===== src/rtl/muldiv_pkg.sv =====
// Shared types for the HI/LO multiply/divide sequencer.
// Op and state encodings plus a two's-complement magnitude helper.
package muldiv_pkg;

  typedef enum logic [1:0] {
    MD_MULT  = 2'b00,
    MD_MULTU = 2'b01,
    MD_DIV   = 2'b10,
    MD_DIVU  = 2'b11
  } md_op_e;

  typedef enum logic [1:0] {
    MD_IDLE,
    MD_RUN,
    MD_FIX
  } md_state_e;

  localparam int MD_MAXW = 64;

  // Low w bits of the result hold |v| when v is read as a w-bit signed value.
  function automatic logic [MD_MAXW-1:0] md_abs(
    input logic [MD_MAXW-1:0] v,
    input int unsigned        w
  );
    return v[w-1] ? -v : v;
  endfunction

endpackage


===== src/rtl/muldiv_if.sv =====
// Execute-stage <-> mul/div sequencer bundle.
// master drives issue/move requests, slave returns HI/LO and stall.
interface muldiv_if #(
  parameter int WIDTH = 32
) ();

  logic             start;
  logic [1:0]       op;
  logic [WIDTH-1:0] a;
  logic [WIDTH-1:0] b;
  logic             rd_req;
  logic             wr_hi;
  logic             wr_lo;
  logic [WIDTH-1:0] wr_data;
  logic [WIDTH-1:0] hi;
  logic [WIDTH-1:0] lo;
  logic             busy;
  logic             done;
  logic             stall;

  modport master (
    output start, op, a, b,
    output rd_req, wr_hi, wr_lo, wr_data,
    input  hi, lo, busy, done, stall
  );

  modport slave (
    input  start, op, a, b,
    input  rd_req, wr_hi, wr_lo, wr_data,
    output hi, lo, busy, done, stall
  );

endinterface


===== src/rtl/muldiv_iter.sv =====
// One iteration of the mul/div loop: shift-add multiply
// or restoring-divide step on the 2*WIDTH accumulator.
module muldiv_iter #(
  parameter int WIDTH = 32
) (
  input  logic               div,
  input  logic [2*WIDTH-1:0] acc,
  input  logic [WIDTH-1:0]   opnd,
  output logic [2*WIDTH-1:0] acc_next
);

  logic [WIDTH:0]   sum;
  logic [WIDTH:0]   rem_sh;
  logic [WIDTH-1:0] diff;
  logic             ge;

  always_comb begin
    sum = {1'b0, acc[2*WIDTH-1:WIDTH]};
    if (acc[0])
      sum = sum + {1'b0, opnd};
    rem_sh = acc[2*WIDTH-1:WIDTH-1];
    ge     = rem_sh >= {1'b0, opnd};
    diff   = rem_sh[WIDTH-1:0] - opnd;
    if (!div)
      acc_next = {sum, acc[WIDTH-1:1]};
    else if (ge)
      acc_next = {diff, acc[WIDTH-2:0], 1'b1};
    else
      acc_next = {rem_sh[WIDTH-1:0], acc[WIDTH-2:0], 1'b0};
  end

endmodule


===== src/rtl/muldiv_seq.sv =====
// Iterative mult/multu/div/divu sequencer owning HI/LO.
// Signed ops run on magnitudes; signs are restored in FIX.
module muldiv_seq
  import muldiv_pkg::*;
#(
  parameter int WIDTH = 32
) (
  input logic      clk,
  input logic      rst,
  muldiv_if.slave  bus
);

  localparam int CW = $clog2(WIDTH);

  md_state_e          state, state_next;
  md_op_e             op_in;
  logic [CW-1:0]      count;
  logic               div_q, neg_res, neg_rem, dz;
  logic [2*WIDTH-1:0] acc, acc_next, prod;
  logic [WIDTH-1:0]   opnd, a_mag, b_mag, load_lo;
  logic [WIDTH-1:0]   quot_fix, rem_fix;
  logic [WIDTH-1:0]   hi, lo;
  logic               done, busy, stall;
  logic               sgn, is_div, dz_in, accept;

  assign busy   = state != MD_IDLE;
  assign stall  = busy & (bus.start | bus.rd_req |
                          bus.wr_hi | bus.wr_lo);
  assign accept = bus.start & ~busy;

  assign bus.hi    = hi;
  assign bus.lo    = lo;
  assign bus.busy  = busy;
  assign bus.done  = done;
  assign bus.stall = stall;

  always_comb begin
    op_in  = md_op_e'(bus.op);
    sgn    = (op_in == MD_MULT) || (op_in == MD_DIV);
    is_div = (op_in == MD_DIV) || (op_in == MD_DIVU);
    dz_in  = is_div && (bus.b == '0);
    a_mag  = sgn ? WIDTH'(md_abs(MD_MAXW'(bus.a), WIDTH)) : bus.a;
    b_mag  = sgn ? WIDTH'(md_abs(MD_MAXW'(bus.b), WIDTH)) : bus.b;
    // Divide-by-zero keeps the raw dividend so FIX can return it in HI.
    load_lo = dz_in ? bus.a : (is_div ? a_mag : b_mag);
  end

  muldiv_iter #(.WIDTH(WIDTH)) u_iter (
    .div      (div_q),
    .acc      (acc),
    .opnd     (opnd),
    .acc_next (acc_next)
  );

  always_comb begin
    prod     = neg_res ? -acc : acc;
    quot_fix = neg_res ? -acc[WIDTH-1:0] : acc[WIDTH-1:0];
    rem_fix  = neg_rem ? -acc[2*WIDTH-1:WIDTH]
                       : acc[2*WIDTH-1:WIDTH];
  end

  always_ff @(posedge clk or posedge rst) begin
    if (rst)
      state <= MD_IDLE;
    else
      state <= state_next;
  end

  always_comb begin
    state_next = state;
    unique case (state)
      MD_IDLE:
        if (accept)
          state_next = dz_in ? MD_FIX : MD_RUN;
      MD_RUN:
        if (count == '0)
          state_next = MD_FIX;
      MD_FIX:
        state_next = MD_IDLE;
      default:
        state_next = MD_IDLE;
    endcase
  end

  always_ff @(posedge clk or posedge rst) begin
    if (rst) begin
      count   <= '0;
      div_q   <= 1'b0;
      neg_res <= 1'b0;
      neg_rem <= 1'b0;
      dz      <= 1'b0;
      acc     <= '0;
      opnd    <= '0;
      hi      <= '0;
      lo      <= '0;
      done    <= 1'b0;
    end else begin
      done <= 1'b0;
      if (bus.wr_hi && !stall)
        hi <= bus.wr_data;
      if (bus.wr_lo && !stall)
        lo <= bus.wr_data;
      unique case (state)
        MD_IDLE:
          if (accept) begin
            div_q   <= is_div;
            neg_res <= sgn & (bus.a[WIDTH-1] ^ bus.b[WIDTH-1]);
            neg_rem <= sgn & bus.a[WIDTH-1];
            dz      <= dz_in;
            count   <= CW'(WIDTH - 1);
            acc     <= {{WIDTH{1'b0}}, load_lo};
            opnd    <= is_div ? b_mag : a_mag;
          end
        MD_RUN: begin
          acc   <= acc_next;
          count <= count - CW'(1);
        end
        MD_FIX: begin
          done <= 1'b1;
          if (dz) begin
            hi <= acc[WIDTH-1:0];
            lo <= '1;
          end else if (div_q) begin
            hi <= rem_fix;
            lo <= quot_fix;
          end else begin
            hi <= prod[2*WIDTH-1:WIDTH];
            lo <= prod[WIDTH-1:0];
          end
        end
        default: ;
      endcase
    end
  end

endmodule


===== src/flat_wrapper.sv =====
// flat-port wrapper written by rule: the top's interface ports become plain ports
module muldiv_seq_flat import muldiv_pkg::*;
#(
  parameter int WIDTH = 32
)
  (clk, rst, bus_start, bus_op, bus_a, bus_b, bus_rd_req, bus_wr_hi, bus_wr_lo, bus_wr_data, bus_hi, bus_lo, bus_busy, bus_done, bus_stall);
  muldiv_if #(.WIDTH(WIDTH)) bus_i ();
  input logic clk;
  input logic rst;
  input wire logic [$bits(bus_i.start)-1:0] bus_start;
  input wire logic [$bits(bus_i.op)-1:0] bus_op;
  input wire logic [$bits(bus_i.a)-1:0] bus_a;
  input wire logic [$bits(bus_i.b)-1:0] bus_b;
  input wire logic [$bits(bus_i.rd_req)-1:0] bus_rd_req;
  input wire logic [$bits(bus_i.wr_hi)-1:0] bus_wr_hi;
  input wire logic [$bits(bus_i.wr_lo)-1:0] bus_wr_lo;
  input wire logic [$bits(bus_i.wr_data)-1:0] bus_wr_data;
  output wire logic [$bits(bus_i.hi)-1:0] bus_hi;
  output wire logic [$bits(bus_i.lo)-1:0] bus_lo;
  output wire logic [$bits(bus_i.busy)-1:0] bus_busy;
  output wire logic [$bits(bus_i.done)-1:0] bus_done;
  output wire logic [$bits(bus_i.stall)-1:0] bus_stall;
  assign bus_i.start = bus_start;
  assign bus_i.op = bus_op;
  assign bus_i.a = bus_a;
  assign bus_i.b = bus_b;
  assign bus_i.rd_req = bus_rd_req;
  assign bus_i.wr_hi = bus_wr_hi;
  assign bus_i.wr_lo = bus_wr_lo;
  assign bus_i.wr_data = bus_wr_data;
  assign bus_hi = bus_i.hi;
  assign bus_lo = bus_i.lo;
  assign bus_busy = bus_i.busy;
  assign bus_done = bus_i.done;
  assign bus_stall = bus_i.stall;
  muldiv_seq #(.WIDTH(WIDTH)) u_core (.clk(clk), .rst(rst), .bus(bus_i));
endmodule

===== config.mk =====
export PLATFORM = sky130hd
export DESIGN_NAME = muldiv_seq_flat
export DESIGN_NICKNAME = d
export VERILOG_FILES = /design/src/rtl/muldiv_pkg.sv /design/src/rtl/muldiv_if.sv /design/src/rtl/muldiv_iter.sv /design/src/rtl/muldiv_seq.sv /design/src/flat_wrapper.sv
export SDC_FILE = /design/constraint.sdc
export NUM_CORES = 1
export LEC_CHECK = 0
export CAP_MARGIN = 15
export CORE_UTILIZATION = 50
export CTS_CLUSTER_SIZE = 8
export DETAILED_ROUTE_END_ITERATION = 8
export PLACE_DENSITY = 0.84
export RECOVER_POWER = 50
export REMOVE_ABC_BUFFERS = 1
export SYNTH_ARGS = -nofsm -noshare
export SYNTH_HDL_FRONTEND = slang
export SYNTH_HIERARCHICAL = 1
export SYNTH_SLANG_ARGS = --single-unit

===== constraint.sdc =====
create_clock -name clk -period 7.76 [get_ports clk]
set_clock_uncertainty 0.15 [all_clocks]
set_input_delay 1.164 -clock clk [delete_from_list [all_inputs] [get_ports clk]]
set_output_delay 1.164 -clock clk [all_outputs]
set_load 0.05 [all_outputs]

==> flow_summary.ini, run 1 <==
[status]
outcome = complete, but fails checks
violations = capacitance limit, slew limit

[synthesis]
ys_warn_count = 6
ys_types = 83
yosysTopAreaCell = dfrtp_1
synth_seq_area_share = 0.2689
synthTopCellsByArea = dfrtp_1 (27%), nand2_1 (5.5%), ha_1 (5.5%)
netlist.area_leader.share = 0.2689
synth_area_um2 = 16010
synthArstFlopShare = 1.000
synthCells = 2058
ys_ff_latch = 172
synth_edf_count = 0
ys.flop_type = dfrtp_1
avgSynthCellArea_um2 = 7.778

[clock_network]
post-cts-setup-buffers = 0
clk_pin_slew_ns = 0.08
clockBufferDepth = 2
cts_buffers = 17
post_cts_resized = 0
cts_hold_buf = 0
cts_root_buffer = clkbuf_16
cts_tree = built
clkSinkCount = 172
htreeDepth = 4
insertion_delay_ns = 0.45

[hold_path]
hp-class = reg2reg
hold_end = u_core/bus.lo[28]$_DFFE_PP0P_
min_path_cells = 2
worstHoldStart = u_core/bus.lo[28]$_DFFE_PP0P_

[setup_path]
r2r-end = u_core/bus.lo[20]$_DFFE_PP0P_
cp_max_fo = 60
path_class = reg2reg
cpLargestDelayFamily = buffers and inverters
crit_path_top_delay_cell = clkbuf_1
crit_arrival_ns = 5.15
slowest_delay_ns = 1.87
cp-end-kind = flip-flop
r2r_start = u_core/state[0]$_DFFE_PP0P_
path_buf_inv = 4
cp.required_ns = 7.93
r2r_cells = 8
crit_chain = inv_1, nand2_2, clkbuf_1, inv_1, clkbuf_1, or3_1, o21ai_0, a21oi_1
critPathLaunchType = flip-flop
reg2reg_slack_ns = 2.78

[sta]
tns_ns = 0
setup_viol = 0
final-hold-violation-count = 0
fmax_mhz = 200.6
period_needed_ns = 4.984
fin_hold_ws_ns = 0.3245
slew-limit-headroom = -0.9218
fin_crit_sh = 0.6422
maxSlewViolCount = 235
worstMarginPinSlew_ns = 2.883
rsz0062_at_grt = false

[floorplanning]
coreArea_um2 = 31560
initial_utilization = 0.5073
die_w_um = 180.9
die_h_um = 180.9
die_area_um2 = 32740
placementRows = 65
io_pins = 171

[placement]
post-dp-hpwl_um = 42930
portBuffers = 170
gp_routability_congestion = 1.009

[global_route]
grt_util_all_layers = 0.3528
gr-total-overflow = 0
grt_pass1_vias = 16090
grt_pass1_wl_um = 91140
grt_start_max_net_pins = 69
antenna_found_initial = 0

[cells_and_area]
nets = 2305
fill_cells = 2837
drive_above_1_share = 0.05929
antenna_cells = 0
areaGrowthSynthToFinish_pct = 15.55

[drt]
drc = 0
first_iter_violations = 2201
via_count = 17220
firstDrtPassIters = 6
routed_via_density = 6.768
wl_per_cell_um = 22.92
wl_um = 58300
antenna_left = 0

[pwr]
power_density_nw_per_um2 = 542.0
p_total_uw = 10020
power.leakage_uw = 0.007375
ir_worst_vdd_mv = 0.2802

[flow_run]
cap_violations = 4
[worst max-delay path by stage]
stage	start	endpoint	slack, ns	depth (start not counted)
after global routing	u_core/state[0]$_DFFE_PP0P_	u_core/bus.lo[12]$_DFFE_PP0P_	2.51	8
after global placement	bus_b[4]	u_core/acc[22]$_DFFE_PP0P_	2.91	8
after floorplan	rst	u_core/acc[0]$_DFFE_PP0P_	1.79	1
after CTS	bus_b[4]	u_core/acc[18]$_DFFE_PP0P_	3.23	8
after detailed placement	bus_b[4]	u_core/acc[18]$_DFFE_PP0P_	2.78	8
final	u_core/state[0]$_DFFE_PP0P_	u_core/bus.lo[20]$_DFFE_PP0P_	2.78	8
[per-layer routing]
layer | vias up | global-route usage | wire (µm)
met5 | - | 0 | 0
met2 | 1143 | 0.5350 | 25320
met1 | 8184 | 0.4788 | 23890
met4 | 0 | 0.1631 | 2797
met3 | 167 | 0.07680 | 6290
li1 | 7724 | - | -
[logic make-up after synthesis]
kind of cell               Yosys count  synth area share
adders and majority gates           72           0.05721
DFF                                172            0.2689
buffers and inverters              213           0.05073
xor gates and xnor gates           177           0.09684
and+or+nand+nor                    651            0.1913
AOI/OAI and AO/OA                  693            0.2825
muxes                               80           0.05252
[through the flow]
step / util / worst slack, ns / std cells / area (µm²)
final: 0.5862 / 2.776 / 2544 / 18500
after global routing: 0.5862 / 2.507 / 2544 / 18500
after CTS: 0.5867 / 3.234 / 2544 / 18510
after detailed placement: 0.5666 / 2.776 / 2512 / 17880
after global placement: 0.5666 / 2.907 / 2512 / 17880
after floorplan: - / 1.786 / 1919 / 15470
[where the power goes]
group	internal [µW]	switching [µW]
registers	1340	867
clock network	503	431
logic	2770	4110
[placed cells by master, fill, tap and decap left out, types with 48 or more instances in the layout]
master	netlist	routed
xor2_1	80	80
mux2i_1	48	48
nand2_1	235	233
o21ai_0	171	170
nor3_1	74	74
clkdlybuf4s50_1	0	152
ha_1	70	70
dfrtp_1	172	171
nor2_1	146	143
inv_1	73	72
xnor2_1	97	97
a21oi_1	155	155
[flip-flops by register name (all words and copies together), names as in the netlist]
name,count
u_core/acc,64
u_core/bus.hi,32
u_core/bus.lo,32
u_core/opnd,32
u_core/count,5
u_core/state,2
u_core/bus.done,1
u_core/div_q,1
u_core/dz,1
u_core/neg_rem,1
u_core/neg_res,1
[worst register-to-register path, stage by stage (launching register included)]
cell and delay [ns]:
dfrtp_1 0.60, inv_1 0.24, nand2_2 0.09, clkbuf_1 1.87, inv_1 0.20, clkbuf_1 0.87, or3_1 0.65, o21ai_0 0.11
a21oi_1 0.07
[synthesized netlist by cell type, types with 5 or more instances]
cell type,number
nand2_1,235
dfrtp_1,172
o21ai_0,171
a21oi_1,155
nor2_1,146
clkbuf_1,120
xnor2_1,97
xor2_1,80
nor3_1,74
inv_1,73
ha_1,70
mux2i_1,48
a31oi_1,39
nand3_1,37
a22o_1,34
o22ai_1,34
a211oi_1,32
mux2_2,32
nor4_1,28
o31ai_1,23
a21o_1,22
nor2b_1,21
o211ai_1,21
a221oi_1,20
o221ai_1,20
a22oi_1,19
nand4_1,18
nand2b_1,15
o21ai_1,15
or3_1,15
and3_1,12
buf_1,11
o21a_1,10
or4_1,9
and2_1,8
or2_2,8
a221o_1,7
buf_2,7
o41ai_1,7
a2111oi_0,5
a21boi_0,5
a32oi_1,5
a41oi_1,5
nor4b_1,5
[cell type report]
type                       count  area [µm²]  share of cell area
inverter                      74       279.0             0.01508
clock buffer                  18       439.2             0.02374
multi-input combinational   1673       10930              0.5910
sequential                   172        4308              0.2329
clock inverter                14       193.9             0.01048
tap                          402       503.0             0.02719
timing repair buffer         191        1843             0.09964
Power figures use the tool's default switching activity.
==> inputs of run 2 (changes only) <==
==> constraint.sdc (replaced) <==
create_clock -name clk -period 5.01 [get_ports clk]
set_clock_uncertainty 0.15 [all_clocks]
set_input_delay 0.7515 -clock clk [delete_from_list [all_inputs] [get_ports clk]]
set_output_delay 0.7515 -clock clk [all_outputs]
set_load 0.05 [all_outputs]
==> flow_summary.ini, run 2 (synthesized netlist as in run 1, its figures left out) <==
[status]
outcome = complete, but fails checks
violations = capacitance limit, slew limit

[clock_network]
clockBufferDepth = 2
cts_root_buffer = clkbuf_16
cts_tree = built
cts_buffers = 17
clk_pin_slew_ns = 0.07
htreeDepth = 4
cts_hold_buf = 0
post-cts-setup-buffers = 0
clkSinkCount = 172
post_cts_resized = 0
insertion_delay_ns = 0.45

[global_route]
gr-total-overflow = 0
grt_pass1_wl_um = 91380
grt_start_max_net_pins = 97
met3_usage = 0.07398
grt_pass1_vias = 16350
use_met1 = 0.4672
antenna_found_initial = 0
grt_util_all_layers = 0.3536
grt.met2_usage = 0.5458
busiest_layer = met2

[pwr]
p_total_uw = 15610
switchingPower_uw = 8550
combPwrFrac = 0.696
power.leakage_uw = 0.007450
clkPwrFrac = 0.090
power_density_nw_per_um2 = 839.8
p_seq_frac = 0.215
p_int_uw = 7062
ir_worst_vdd_mv = 0.3779
switching_share = 0.5477

[sta]
setup_viol = 0
period_needed_ns = 4.197
fin_crit_sh = 0.8378
maxSlewViolCount = 164
worstMarginPinSlew_ns = 2.462
fmax_mhz = 238.2
final-hold-violation-count = 0
tns_ns = 0
slew-limit-headroom = -0.6589
worst_slack_ns = 0.8126
rsz0062_at_grt = false

[hold_path]
hp-class = reg2reg
worstHoldStart = u_core/bus.lo[28]$_DFFE_PP0P_
min_path_cells = 2

[setup_path]
r2r_start = u_core/acc[52]$_DFFE_PP0P_
crit_path_start = bus_start
path_class = in2reg
r2r_cells = 11
cp-end-kind = flip-flop
crit_arrival_ns = 4.43
cp.required_ns = 5.25
critPathLaunchType = primary input
cp_max_fo = 23

[drt]
antenna_left = 0
firstDrtPassIters = 7
routed_via_density = 6.761
wl_per_cell_um = 23.07
drc = 0
first_iter_violations = 2604
via_count = 17300
wl_um = 59040

[cells_and_area]
mostFrequentLayoutCell = nand2_1
drive_above_1_share = 0.06494
largest_reg_flops = 64
nets = 2319
mostFrequentLayoutCells = nand2_1 (233), o21ai_0 (171), dfrtp_1 (171)
fill_cells = 2784
regMostFlops = u_core/acc
areaGrowthSynthToFinish_pct = 16.14
post-route-util = 0.5892

[flow_run]
cap_violations = 3

[floorplanning]
coreArea_um2 = 31560
die_h_um = 180.9
die_w_um = 180.9
die_area_um2 = 32740
placementRows = 65
initial_utilization = 0.5073
io_pins = 171

[placement]
portBuffers = 170
pre_cts_ws_ns = 1.110
post-dp-hpwl_um = 43920
gp_routability_congestion = 0.9974
run 2: cell types whose count changed in the layout (fill, tap and decap cells not counted), sizes merged, moves of 2 or more:
cell / change
buf: +15
bufinv: -2
clkbuf: -2
clkdlybuf4s50: -14
clkinv: +3
dlygate4sd3: +14
run 2: path summary, 6_finish.rpt:
path                                                       to  slack (ns)
worst min register to register  u_core/bus.lo[28]$_DFFE_PP0P_        0.33
min in group asynchronous          u_core/acc[50]$_DFFE_PP0P_        1.27
worst max register to register     u_core/acc[51]$_DFFE_PP0P_        1.05
max in group asynchronous            u_core/div_q$_DFFE_PP0P_        2.00
worst min-delay path            u_core/bus.lo[28]$_DFFE_PP0P_        0.33
worst max-delay path               u_core/acc[24]$_DFFE_PP0P_        0.81
run 2: stage by stage:
| stage | cells | cell area (µm²) | hold WS [ns] |
|---|---|---|---|
| 2_1_floorplan | 1919 | 15470 | 0.3115 |
| 3_3_place_gp | 2526 | 17990 | 0.3130 |
| 3_5_place_dp | 2526 | 17990 | 0.3189 |
| 4_1_cts | 2558 | 18610 | 0.3361 |
| 5_1_grt | 2558 | 18590 | 0.3472 |
| 6_report | 2559 | 18590 | 0.3271 |
run 2: final cells by class:
class | count | area [µm²] | share of cell area
clock inverters | 15 | 188.9 | 0.01016
inverters | 74 | 281.5 | 0.01514
diodes | 1 | 2.502 | 0.0001346
flip-flops and latches | 172 | 4308 | 0.2317
multi-input cells | 1673 | 10920 | 0.5873
clock buffers | 17 | 425.4 | 0.02288
well taps | 402 | 503.0 | 0.02705
repair buffers | 205 | 1964 | 0.1057
run 2: metal layers:
layer,up-vias,routed length (µm)
li1,7777,-
met1,8209,23510
met2,1159,25940
met3,156,6740
met4,0,2849
met5,-,0
run 2: worst max-delay path, cell delays in order:
cell and delay (ns):
dlygate4sd3_1 0.70, o21ai_0 1.90, buf_4 0.54, a22o_1 0.21
a311oi_1 0.06, o21ai_0 0.11, o22a_1 0.15
run 2: power by group through the flow:
stage          logic [µW]  registers, µW  clock network [µW]
4_1_cts             10600           3280                1410
6_report            10900           3350                1400
5_1_grt             11700           3400                1460
3_5_place_dp        10600           3310                   0
2_1_floorplan        6860           3780                   0
3_3_place_gp        10300           3270                   0
==> inputs of run 3 (changes only) <==
==> constraint.sdc (replaced) <==
create_clock -name clk -period 4.1 [get_ports clk]
set_clock_uncertainty 0.15 [all_clocks]
set_input_delay 0.615 -clock clk [delete_from_list [all_inputs] [get_ports clk]]
set_output_delay 0.615 -clock clk [all_outputs]
set_load 0.05 [all_outputs]
==> flow_summary.ini, run 3 (synthesized netlist as in run 1, its figures left out) <==
[status]
outcome = complete, but fails checks
violations = capacitance limit, slew limit

[drt]
drc = 0
wl_per_cell_um = 23.66
first_iter_violations = 2490
via_count = 17890
wl_um = 62050
antenna_left = 0
routed_via_density = 6.820
firstDrtPassIters = 5

[setup_path]
cp-end-kind = flip-flop
critPathLaunchType = flip-flop
cp_max_fo = 13
cp.required_ns = 4.28
crit_arrival_ns = 4.13
path_class = reg2reg

[sta]
fin_crit_sh = 0.9649
fmax_mhz = 252.8
period_needed_ns = 3.956
final-hold-violation-count = 0
worst_slack_ns = 0.1437
worstMarginPinSlew_ns = 2.304
maxSlewViolCount = 116
slew-limit-headroom = -0.5359
setup_viol = 0
tns_ns = 0
rsz0062_at_grt = false

[placement]
place_inst = 2591
post-dp-hpwl_um = 46950
pre_cts_ws_ns = 0.3735
gp_routability_congestion = 1.038
portBuffers = 170

[cells_and_area]
final_cells = 2623
antenna_cells = 0
post-route-util = 0.6059
nets = 2384
mostFrequentLayoutCell = nand2_1
mostFrequentLayoutCells = nand2_1 (235), dfrtp_1 (171), o21ai_0 (170)
drive_above_1_share = 0.09140
largest_reg_flops = 64
regMostFlops = u_core/acc
fill_cells = 2812
areaGrowthSynthToFinish_pct = 19.44

[pwr]
ir_worst_vdd_mv = 0.5125
p_total_uw = 19780
power_density_nw_per_um2 = 1034
power.leakage_uw = 0.007788

[clock_network]
clockBufferDepth = 2
post_cts_resized = 0
cts_buffers = 17
insertion_delay_ns = 0.45
clkSinkCount = 172
cts_root_buffer = clkbuf_16
cts_tree = built
cts_hold_buf = 0
post-cts-setup-buffers = 0
clk_pin_slew_ns = 0.09
htreeDepth = 4

[global_route]
grt_start_max_net_pins = 63
grt_pass1_wl_um = 96190
grt_util_all_layers = 0.3731
grt_pass1_vias = 16830
antenna_found_initial = 1
gr-total-overflow = 0

[floorplanning]
io_pins = 171
placementRows = 65
coreArea_um2 = 31560
initial_utilization = 0.5073
die_w_um = 180.9
die_h_um = 180.9
die_area_um2 = 32740

[hold_path]
hp-class = reg2reg

[flow_run]
cap_violations = 3
==> run 3: cell count changes in the layout (fill, tap and decap cells not counted), sizes merged <==
| cell | previous run | this run |
|---|---|---|
| buf | 34 | 98 |
| clkinv | 7 | 10 |
| inv | 81 | 79 |
| clkinvlp | 1 | 0 |
| diode | 1 | 0 |
| dlymetal6s4s | 0 | 1 |
==> run 3: layout make-up <==
cell class                      count  area (µm²)  area share
Sequential cell                   172        4308      0.2253
Inverter                           74       282.8     0.01479
Tap cell                          402       503.0     0.02631
Multi-Input combinational cell   1673       10920      0.5714
Timing Repair Buffer              270        2470      0.1292
Clock inverter                     15       206.4     0.01080
Clock buffer                       17       425.4     0.02225
==> run 3: power breakdown <==
part | switching, µW | internal (µW)
logic | 8710 | 5620
registers | 1150 | 2550
clock network | 903 | 847
==> run 3: worst paths after layout <==
check | from | endpoint | slack, ns | cells after the start
setup / recovery | u_core/opnd[20]$_DFFE_PP0P_ | u_core/acc[37]$_DFFE_PP0P_ | 0.14 | 13
hold / removal | u_core/bus.lo[9]$_DFFE_PP0P_ | u_core/bus.lo[9]$_DFFE_PP0P_ | 0.33 | 2
setup reg to reg | u_core/opnd[20]$_DFFE_PP0P_ | u_core/acc[37]$_DFFE_PP0P_ | 0.14 | 13
hold reg to reg | u_core/bus.lo[9]$_DFFE_PP0P_ | u_core/bus.lo[9]$_DFFE_PP0P_ | 0.33 | 2
max in group asynchronous | rst | u_core/opnd[8]$_DFFE_PP0P_ | 0.61 | 3
min in group asynchronous | rst | u_core/bus.hi[31]$_DFFE_PP0P_ | 0.59 | 2
==> run 3: worst max-delay path, stage by stage (launching register included) <==
cell and delay, ns:
dfrtp_1 0.49, inv_1 0.09, ha_1 0.46, nand3_1 0.19, nor4_1 0.71, a31oi_1 0.20, o21ai_0 0.11, o32ai_1 0.18
nor2_4 0.41, buf_4 0.29, o21ai_0 0.12, o211ai_1 0.10, o21ai_0 0.11, a22o_1 0.22
==> run 3: layer usage <==
metal,up-vias,part of all wire,track usage
met5,-,0,0
met2,1245,0.44,0.5724
met3,229,0.11,0.06874
met1,8527,0.40,0.5024
met4,0,0.052,0.1902
li1,7887,-,-
==> run 3: stage by stage <==
step | cell area (µm²) | hold WS (ns)
floorplan | 15470 | 0.3115
global placement | 18520 | 0.3119
detailed placement | 18520 | 0.3248
CTS | 19150 | 0.3449
global route | 19120 | 0.3620
finish | 19120 | 0.3314
